### src/rtl/nco_pkg.sv
// Shared definitions for the NCO sweep controller: default accumulator
// geometry, sweep state encoding and a small state classification helper.
package nco_pkg;

    // Default NCO step word geometry (integer.fraction)
    localparam int ACC_FRAC_WIDTH_DEF = 24;
    localparam int ACC_INT_WIDTH_DEF  = 8;
    localparam int DWELL_WIDTH_DEF    = 16;

    // Sweep controller states
    typedef enum logic [1:0] {
        ST_IDLE       = 2'd0,
        ST_SWEEP_UP   = 2'd1,
        ST_SWEEP_DOWN = 2'd2,
        ST_FINISH     = 2'd3
    } sweep_state_t;

    // True while a sweep is actively emitting steps
    function automatic logic is_sweeping(input sweep_state_t st);
        return (st == ST_SWEEP_UP) || (st == ST_SWEEP_DOWN);
    endfunction

endpackage

### src/rtl/sweep_dwell_timer.sv
// Dwell timer: loaded with the hold length D when a step is emitted, counts
// down once per cycle and flags the last cycle of the dwell so the controller
// can emit the next step exactly D cycles after the previous one.
module sweep_dwell_timer
    import nco_pkg::*;
#(
    parameter int WIDTH = DWELL_WIDTH_DEF
) (
    input  logic             clk,
    input  logic             rst,
    input  logic             clear,
    input  logic             load,
    input  logic [WIDTH-1:0] load_value,
    output logic             expire
);

    localparam logic [WIDTH-1:0] CNT_ZERO = {WIDTH{1'b0}};
    localparam logic [WIDTH-1:0] CNT_ONE  = {{(WIDTH-1){1'b0}}, 1'b1};

    logic [WIDTH-1:0] count_r;

    // Down-counter: load wins over counting, saturates at zero when idle
    always_ff @(posedge clk) begin
        if (rst) begin
            count_r <= CNT_ZERO;
        end else if (clear) begin
            count_r <= CNT_ZERO;
        end else if (load) begin
            count_r <= load_value;
        end else if (count_r != CNT_ZERO) begin
            count_r <= count_r - CNT_ONE;
        end else begin
            count_r <= count_r;
        end
    end

    // The cycle holding a count of one is the final cycle of the dwell
    assign expire = (count_r == CNT_ONE);

endmodule

### src/rtl/nco_sweep_ctrl.sv
// NCO frequency sweep controller. Walks the NCO step word from start_step to
// stop_step (optionally back down, optionally repeating), holding each value
// for a programmable number of cycles and pulsing nco_step_enable whenever the
// step word changes. Configuration is captured when a sweep is accepted.
module nco_sweep_ctrl
    import nco_pkg::*;
#(
    parameter int ACC_FRAC_WIDTH = ACC_FRAC_WIDTH_DEF,
    parameter int ACC_INT_WIDTH  = ACC_INT_WIDTH_DEF,
    parameter int DWELL_WIDTH    = DWELL_WIDTH_DEF
) (
    input  logic                                    aclk,
    input  logic                                    rst,
    input  logic                                    start,
    input  logic                                    abort,
    input  logic [ACC_INT_WIDTH+ACC_FRAC_WIDTH-1:0] start_step,
    input  logic [ACC_INT_WIDTH+ACC_FRAC_WIDTH-1:0] stop_step,
    input  logic [ACC_INT_WIDTH+ACC_FRAC_WIDTH-1:0] step_inc,
    input  logic [DWELL_WIDTH-1:0]                  dwell_cycles,
    input  logic                                    bidir,
    input  logic                                    loop,
    output logic [ACC_INT_WIDTH+ACC_FRAC_WIDTH-1:0] nco_step,
    output logic                                    nco_step_enable,
    output logic                                    busy,
    output logic                                    done,
    output logic                                    cfg_err
);

    localparam int SW = ACC_INT_WIDTH + ACC_FRAC_WIDTH;

    localparam logic [SW-1:0]          STEP_ZERO  = {SW{1'b0}};
    localparam logic [DWELL_WIDTH-1:0] DWELL_ZERO = {DWELL_WIDTH{1'b0}};
    localparam logic [DWELL_WIDTH-1:0] DWELL_ONE  = {{(DWELL_WIDTH-1){1'b0}}, 1'b1};

    // Latched sweep configuration
    sweep_state_t           state_r;
    logic [SW-1:0]          start_r;
    logic [SW-1:0]          stop_r;
    logic [SW-1:0]          inc_r;
    logic [DWELL_WIDTH-1:0] dwell_r;
    logic                   bidir_r;
    logic                   loop_r;

    // Step arithmetic and control decode
    logic [SW:0]            sum_s;
    logic [SW:0]            diff_s;
    logic [SW-1:0]          up_next_s;
    logic [SW-1:0]          down_next_s;
    logic                   at_stop_s;
    logic                   at_start_s;
    logic                   single_s;
    logic                   cfg_ok_s;
    logic [DWELL_WIDTH-1:0] dwell_eff_s;
    logic                   accept_s;
    logic                   advance_s;
    logic                   last_s;
    logic                   timer_load_s;
    logic                   timer_clear_s;
    logic [DWELL_WIDTH-1:0] timer_value_s;
    logic                   expire_s;

    // Next-step arithmetic with clamping, plus decode of which events fire
    always_comb begin
        sum_s       = {1'b0, nco_step} + {1'b0, inc_r};
        diff_s      = {1'b0, nco_step} - {1'b0, inc_r};
        up_next_s   = stop_r;
        down_next_s = start_r;
        at_stop_s   = (nco_step == stop_r);
        at_start_s  = (nco_step == start_r);
        single_s    = (start_r == stop_r);
        cfg_ok_s    = (start_step <= stop_step) && (step_inc != STEP_ZERO);
        dwell_eff_s = dwell_cycles;
        last_s      = 1'b0;

        // Overshoot or carry out of the word pins the step to the upper bound
        if (sum_s[SW] || (sum_s[SW-1:0] >= stop_r)) begin
            up_next_s = stop_r;
        end else begin
            up_next_s = sum_s[SW-1:0];
        end

        // Undershoot or borrow pins the step to the lower bound
        if (diff_s[SW] || (diff_s[SW-1:0] <= start_r)) begin
            down_next_s = start_r;
        end else begin
            down_next_s = diff_s[SW-1:0];
        end

        // A zero dwell still holds each step for one cycle
        if (dwell_cycles == DWELL_ZERO) begin
            dwell_eff_s = DWELL_ONE;
        end else begin
            dwell_eff_s = dwell_cycles;
        end

        // Identify the dwell that ends the whole sweep
        case (state_r)
            ST_SWEEP_UP:   last_s = at_stop_s && !loop_r && (!bidir_r || single_s);
            ST_SWEEP_DOWN: last_s = at_start_s && !loop_r;
            default:       last_s = 1'b0;
        endcase

        accept_s      = (state_r == ST_IDLE) && start && !abort && cfg_ok_s;
        advance_s     = is_sweeping(state_r) && !abort && expire_s;
        timer_load_s  = accept_s || (advance_s && !last_s);
        timer_clear_s = abort && (state_r != ST_IDLE);

        if (state_r == ST_IDLE) begin
            timer_value_s = dwell_eff_s;
        end else begin
            timer_value_s = dwell_r;
        end
    end

    sweep_dwell_timer #(
        .WIDTH (DWELL_WIDTH)
    ) u_dwell_timer (
        .clk        (aclk),
        .rst        (rst),
        .clear      (timer_clear_s),
        .load       (timer_load_s),
        .load_value (timer_value_s),
        .expire     (expire_s)
    );

    // Sweep state machine with registered step word and status pulses
    always_ff @(posedge aclk) begin
        if (rst) begin
            state_r         <= ST_IDLE;
            start_r         <= STEP_ZERO;
            stop_r          <= STEP_ZERO;
            inc_r           <= STEP_ZERO;
            dwell_r         <= DWELL_ZERO;
            bidir_r         <= 1'b0;
            loop_r          <= 1'b0;
            nco_step        <= STEP_ZERO;
            nco_step_enable <= 1'b0;
            busy            <= 1'b0;
            done            <= 1'b0;
            cfg_err         <= 1'b0;
        end else begin
            nco_step_enable <= 1'b0;
            done            <= 1'b0;
            cfg_err         <= 1'b0;

            case (state_r)
                ST_IDLE: begin
                    // Abort in the same cycle suppresses the request entirely
                    if (start && !abort) begin
                        if (cfg_ok_s) begin
                            start_r         <= start_step;
                            stop_r          <= stop_step;
                            inc_r           <= step_inc;
                            dwell_r         <= dwell_eff_s;
                            bidir_r         <= bidir;
                            loop_r          <= loop;
                            nco_step        <= start_step;
                            nco_step_enable <= 1'b1;
                            busy            <= 1'b1;
                            state_r         <= ST_SWEEP_UP;
                        end else begin
                            cfg_err <= 1'b1;
                        end
                    end else begin
                        state_r <= ST_IDLE;
                    end
                end

                ST_SWEEP_UP: begin
                    if (abort) begin
                        busy    <= 1'b0;
                        state_r <= ST_IDLE;
                    end else if (expire_s) begin
                        if (!at_stop_s) begin
                            nco_step        <= up_next_s;
                            nco_step_enable <= 1'b1;
                        end else if (single_s) begin
                            // Degenerate range: one value, repeated only when looping
                            if (loop_r) begin
                                nco_step        <= start_r;
                                nco_step_enable <= 1'b1;
                            end else begin
                                busy    <= 1'b0;
                                done    <= 1'b1;
                                state_r <= ST_FINISH;
                            end
                        end else if (bidir_r) begin
                            nco_step        <= down_next_s;
                            nco_step_enable <= 1'b1;
                            state_r         <= ST_SWEEP_DOWN;
                        end else if (loop_r) begin
                            nco_step        <= start_r;
                            nco_step_enable <= 1'b1;
                        end else begin
                            busy    <= 1'b0;
                            done    <= 1'b1;
                            state_r <= ST_FINISH;
                        end
                    end else begin
                        state_r <= ST_SWEEP_UP;
                    end
                end

                ST_SWEEP_DOWN: begin
                    if (abort) begin
                        busy    <= 1'b0;
                        state_r <= ST_IDLE;
                    end else if (expire_s) begin
                        if (!at_start_s) begin
                            nco_step        <= down_next_s;
                            nco_step_enable <= 1'b1;
                        end else if (loop_r) begin
                            // Lower bound already emitted; resume with the next up step
                            nco_step        <= up_next_s;
                            nco_step_enable <= 1'b1;
                            state_r         <= ST_SWEEP_UP;
                        end else begin
                            busy    <= 1'b0;
                            done    <= 1'b1;
                            state_r <= ST_FINISH;
                        end
                    end else begin
                        state_r <= ST_SWEEP_DOWN;
                    end
                end

                ST_FINISH: begin
                    busy    <= 1'b0;
                    state_r <= ST_IDLE;
                end

                default: begin
                    busy    <= 1'b0;
                    state_r <= ST_IDLE;
                end
            endcase
        end
    end

endmodule

### config.mk
export PLATFORM = sky130hd
export DESIGN_NAME = nco_sweep_ctrl
export DESIGN_NICKNAME = d
export VERILOG_FILES = /design/src/rtl/nco_pkg.sv /design/src/rtl/sweep_dwell_timer.sv /design/src/rtl/nco_sweep_ctrl.sv
export SDC_FILE = /design/constraint.sdc
export NUM_CORES = 1
export LEC_CHECK = 0
export ABC_AREA = 1
export BUFFER_PORTS_ARGS = -buffer_cell sky130_fd_sc_hd__buf_4
export CAP_MARGIN = 30
export CORE_MARGIN = 2
export CORE_UTILIZATION = 41
export DETAILED_ROUTE_END_ITERATION = 12
export SLEW_MARGIN = 5
export SYNTH_ARGS = -nofsm -noshare
export SYNTH_HDL_FRONTEND = slang
export SYNTH_HIERARCHICAL = 1
export SYNTH_SLANG_ARGS = --single-unit
### constraint.sdc
create_clock -name aclk -period 9 [get_ports aclk]
set_clock_uncertainty 0.1 [all_clocks]
set_input_delay 0.9 -clock aclk [delete_from_list [all_inputs] [get_ports aclk]]
set_output_delay 0.9 -clock aclk [all_outputs]
set_load 0.01 [all_outputs]
==> run metrics, run 1 <==
synth unique cells=45; status=finished, final reports clean; site row count=77; mean post-synth cell area=5.65 um2; Non-Filler Instances=3923; CTS Buf Count=17; nets=between 3000 and 4000; setup TNS=0 ps; Skew-Pair Late Insertion Delay=510 ps; CTS Buffer Depth=2; ys async rst share=0%; min Tclk post-route=5580 ps; crit end category=flop; Pwr per Cell Area=262 nW/um2; fraction of layout cells with a size suffix above 1=under 10%; commonest non-fill, non-tap cell in the layout=nand2_1; Final Hold Vio Count=0; Post-synth EDFFs=0; Antenna Violating Nets Remaining=0; die height=216 um; setup bufs post-CTS=0; placed instance count=between 3000 and 4000; CTS Sinks=168; crit path max fanout=19; WL final=between 70 and 80 mm; drt drc=0; Worst EP arrival=5840 ps; post-CTS sizing=0; antenna cells=0; Layout area overhead=11.2%; Hold Path End=dwell_r[5]; pre-CTS setup slack=3620 ps; Worst VDD drop=0.213 mV; gpl congestion=around 0.95; DIE AREA=46600 um2; drt pass-1 iters=8; worst-margin pin slew=around 1100 ps; Hold Path Depth=2; Synth top area share=19.9%; Ys Warns=6; first-pass GRT wire length=112 mm; Syn Inst Count=3262; Syn Std Cell Area=18400 um2; vias per cell=roughly 5.4; syn nets=3549; detailed placement HPWL=roughly 57 mm; H-tree depth=4; DP Area=19900 um2; Reg2Reg Depth=26; Clk pin slew, worst setup/hold paths=80 ps; vias in the first global route=19800; CTS tree=built; Synth Register Bits=~170; Layout Utilization=a little under half; Primary FF master, synth=dfxtp_1; post-synthesis sequential area ratio=about 18%; via count=21200; Power Total=5.37 mW; core area=44300 um2; post-route worst setup slack=3420 ps; f_max=0.179 GHz; flop-to-flop setup slack=3420 ps; Req. time, crit path=9260 ps; worst hold start=dwell_r[5]; initial core utilization=about two fifths; synth top area cells=nand2_1 20%, dfxtp_1 18%, ha_1 11%; Final setup viols=0; cts hold-fix bufs=0; largest net degree at the start of global routing=~110; CTS Root Buffer Type=clkbuf_16; crit start category=flop; reg-to-reg startpoint=nco_step[22]; relative slew slack=29.0%; Final Cell Area=~20000 um2; global route total overflow=0; die width=216 um; Max-Cap Viols=0; GR Util All Layers=roughly 31%; initial antenna violation count=0; leading area contributor after synthesis=nand2_1; PortBufs=153; Fin Hold WS=353 ps; wire length per cell=18.8 um; Worst R2R End=nco_step[18]; static leakage=10.5 nW; commonest cells after routing, fill and taps aside=978 x nand2_1, 483 x inv_1, 336 x nor2_1; Hold Crit Class=flop to flop; Iter 0 DRT Violations=approximately 2100; critical path type=flop to flop; IO Pins=154; Final period util=62.0%; Slew Viols, Final=0; RSZ-0062 raised after global routing=no
==> critical path, cell delays in order (launching register included) <==
cell and delay (ps):
dfxtp_1 600, ha_1 410, nand2_1 150, nor2_1 170
inv_1 120, nor3_1 460, and2_1 210, nand2_1 130
nand2_1 90, nand2_1 50, nand2_1 170, inv_1 70
ha_1 270, nand2_1 100, nor2_1 70, and2_1 180
and3b_1 220, nand2_2 310, inv_1 100, a21oi_2 700
nand3_1 240, nand3_1 130, nand2_1 60, nor2_1 130
nand2_1 70, nand2_1 60, a21oi_1 60
==> routing by layer <==
| layer | vias up | GRT usage (%) | share of wire, % |
|---|---|---|---|
| met5 | - | 0 | 0 |
| met4 | 0 | 10.4 | 2.9 |
| met3 | 119 | 6.48 | 9.5 |
| met2 | 934 | 48.0 | 42 |
| met1 | 9757 | 43.5 | 45 |
| li1 | 10400 | - | - |
==> where the power goes <==
part | internal (mW) | switching [mW]
combinational | 1.11 | 2.52
clock | 0.374 | 0.382
sequential | 0.843 | 0.136
total | 2.33 | 3.04
==> cells by family after synthesis <==
kind of cell	count (synthesis)	share of synthesized area, %
buffers and inverters	630	13.4
AOI/OAI and AO/OA	554	15.5
adders and majority gates	169	11.6
DFF	168	18.3
xor gates and xnor gates	77	3.66
and+or+nand+nor	1664	37.6
==> layout make-up <==
class	count	area [um2]
Fill cell	4890	23800
Sequential cell	168	3360
Clock buffer	19	453
Tap cell	592	741
Clock inverter	13	110
Multi-Input combinational cell	2464	12600
Inverter	496	1860
Timing Repair Buffer	171	1320
==> how the worst max path moves through the flow <==
stage / depth (start not counted) / slack (ps) / endpoint / startpoint
floorplan: 29 / 5210 / nco_step[21] / nco_step[0]
global placement: 26 / 3650 / nco_step[29] / nco_step[25]
detailed placement: 26 / 3620 / nco_step[18] / nco_step[22]
CTS: 26 / 3580 / nco_step[18] / nco_step[22]
global route: 26 / 3130 / nco_step[25] / nco_step[22]
finish: 26 / 3420 / nco_step[18] / nco_step[22]
==> flip-flops by register name (all words and copies together), names as in the netlist <==
register,flops
cfg_err,1
inc_r,32
nco_step,32
loop_r,1
nco_step_enable,1
stop_r,32
dwell_r,16
u_dwell_timer/count_r,16
busy,1
bidir_r,1
start_r,32
state_r,2
done,1
==> synth_stat cells (2+ instances only) <==
| master | number |
|---|---|
| nor3_1 | 13 |
| nor2_4 | 4 |
| a21oi_1 | 318 |
| dfxtp_1 | 168 |
| and3_1 | 2 |
| o211ai_1 | 5 |
| nand3_1 | 203 |
| a21o_1 | 2 |
| xor2_1 | 46 |
| clkbuf_1 | 80 |
| a21oi_2 | 5 |
| nor2_1 | 338 |
| inv_1 | 484 |
| o21bai_1 | 7 |
| o21a_1 | 6 |
| nor2_2 | 8 |
| nor3b_1 | 2 |
| and2_1 | 8 |
| o21ai_0 | 187 |
| nand2_2 | 9 |
| nor4_1 | 18 |
| a21boi_0 | 2 |
| fa_1 | 2 |
| nand3_4 | 2 |
| xnor2_1 | 31 |
| o21ai_1 | 19 |
| inv_2 | 11 |
| buf_2 | 45 |
| or2_2 | 11 |
| buf_4 | 3 |
| buf_6 | 5 |
| nand4_1 | 55 |
| nand2_1 | 979 |
| nand3b_1 | 7 |
| ha_1 | 167 |
(Power assumes the default switching activity.)
==> run 2, diff against run 1 <==
clock period = 4.7 ns   (was 9 ns; I/O delays follow)
==> run metrics, run 2 (synthesized netlist as in run 1, its figures left out) <==
Worst VDD drop=0.393 mV (+85%); CTS Root Buffer Type=clkbuf_16; CTS Sinks=168 (unchanged); core area=44300 um2 (unchanged); FILL cells=4812 (-1.6%); largest net degree at the start of global routing=127 (+20%); area of the multi-input gates=12800 um2 (+1.6%); Iter 0 DRT Violations=2190 (+3.9%); CTS tree=built; vias in the first global route=20000 (+1.2%); IO Pins=154 (unchanged); Antenna Violating Nets Remaining=0 (unchanged); PortBufs=153 (unchanged); crit path max fanout=17 (-2); fraction of layout cells with a size suffix above 1=11.2% (+3.2 points); Pwr per Cell Area=513 nW/um2 (+96%); detailed placement HPWL=59.3 mm (+3.5%); Final period util=93.8% (+32 points); H-tree depth=4 (unchanged); nets=3675 (+1.9%); Fin Hold WS=156 ps (-197 ps); CP max-delay cell=fa_2; Layout area overhead=15.9%; DIE AREA=46600 um2 (unchanged); Clk pin slew, worst setup/hold paths=80 ps (about the same); f_max=0.227 GHz (+27%); Power Total=11.0 mW (+100%); status=finished, final reports clean; site row count=77 (unchanged); Req. time, crit path=4950 ps (-4310 ps); register share of total power=16.5% (-1.7 points); die height=216 um (unchanged); Gate power share=69.6% (+1.9 points); critical path type=flop to flop; WL final=76.0 mm (+3.2%); vias per cell=5.39 (-0.40%); commonest cells after routing, fill and taps aside=974 x nand2_1, 483 x inv_1, 325 x nor2_1; Final setup viols=0 (unchanged); GR Util All Layers=32.0% (+0.74 points); Worst EP arrival=4660 ps (-1180 ps); initial core utilization=41.6% (unchanged); via count=21500 (+1.4%); crit start category=flop; Net Sw Power=5.96 mW (+96%); die width=216 um (unchanged); Slew Viols, Final=0 (unchanged); drt drc=0 (unchanged); min Tclk post-route=4410 ps (-1170 ps); Max-Cap Viols=0 (unchanged); crit end category=flop; commonest non-fill, non-tap cell in the layout=nand2_1; CP most frequent cell=nand2_1; antenna cells=0 (unchanged); relative slew slack=30.5% (+1.6 points); Layout Utilization=48.2% (+1.9 points); cts hold-fix bufs=0 (unchanged); Int Pwr=5.00 mW (+110%); Skew-Pair Late Insertion Delay=510 ps (about the same); worst-margin pin slew=1040 ps (-23.3 ps); wire length per cell=19.0 um (+1.4%); gpl congestion=0.964 (+2.0%); global route total overflow=0 (unchanged); FF/Latch Area=3370 um2 (about the same); CTS Buf Count=17 (unchanged); Hold Crit Class=input port to flop; static leakage=10.9 nW (+4.0%); initial antenna violation count=0 (unchanged); CP max stage delay=370 ps (-330 ps); Clock power frac=13.9% (-0.2 points); drt pass-1 iters=6 (-2); Final Hold Vio Count=0 (unchanged); net switching fraction of the power=54.4% (-2.3 points); first-pass GRT wire length=114 mm (+1.9%); CTS Buffer Depth=2 (unchanged)
-- run 2: final timing paths --
path	slack [ps]	to	cells after the start	from
max reg2reg	290	nco_step[2]	30	nco_step[0]
max	290	nco_step[2]	30	nco_step[0]
min	160	loop_r	3	loop
min reg2reg	350	dwell_r[14]	2	dwell_r[14]
-- run 2: power by group through the flow --
stage	combinational, mW	clock, mW	sequential [mW]
CTS	7.16	1.56	1.79
detailed placement	7.12	0	1.82
floorplan	4.85	0	1.83
global route	8.46	1.61	1.82
global placement	7.04	0	1.82
finish	7.63	1.53	1.80
-- run 2: area by class of cell --
cell class	count	area share, %
multi-input combinational	2464	60.1
sequential	168	15.8
timing repair buffer	241	9.14
inverter	496	8.72
tap	592	3.47
clock buffer	18	2.01
clock inverter	14	0.756
-- run 2: metal layers --
layer  GRT usage [%]  up-vias  part of all wire, %
met5               0        -                    0
met1            45.0     9890                   45
li1                -    10600                    -
met2            48.7      960                   42
met4            10.7        0                  2.9
met3            6.43      119                  9.9
-- run 2: critical path: cells and delay by family (launching register included) --
family | cells | cell delay (ps)
DFF | 1 | 360
buffers and inverters | 6 | 650
AOI/OAI and AO/OA | 1 | 50
and+or+nand+nor | 20 | 2190
adders and majority gates | 3 | 870
-- run 2: through the flow --
step                area (um2)  setup TNS (ps)  setup WS [ps]  instances
finish                   21400               0            292       3993
CTS                      21100               0           88.2       3990
global placement         20400           -25.5          -25.5       3956
detailed placement       20500           -9.36          -9.36       3958
floorplan                18400               0            912       3262
global route             21400           -8.95          -8.95       3993
-- run 2: timing repair --
item,CTS,global route
cloned,0,2
buffers inserted,0,1
endpoints found under the setup margin,1,32
resized for setup,1,56
pin swaps,0,3
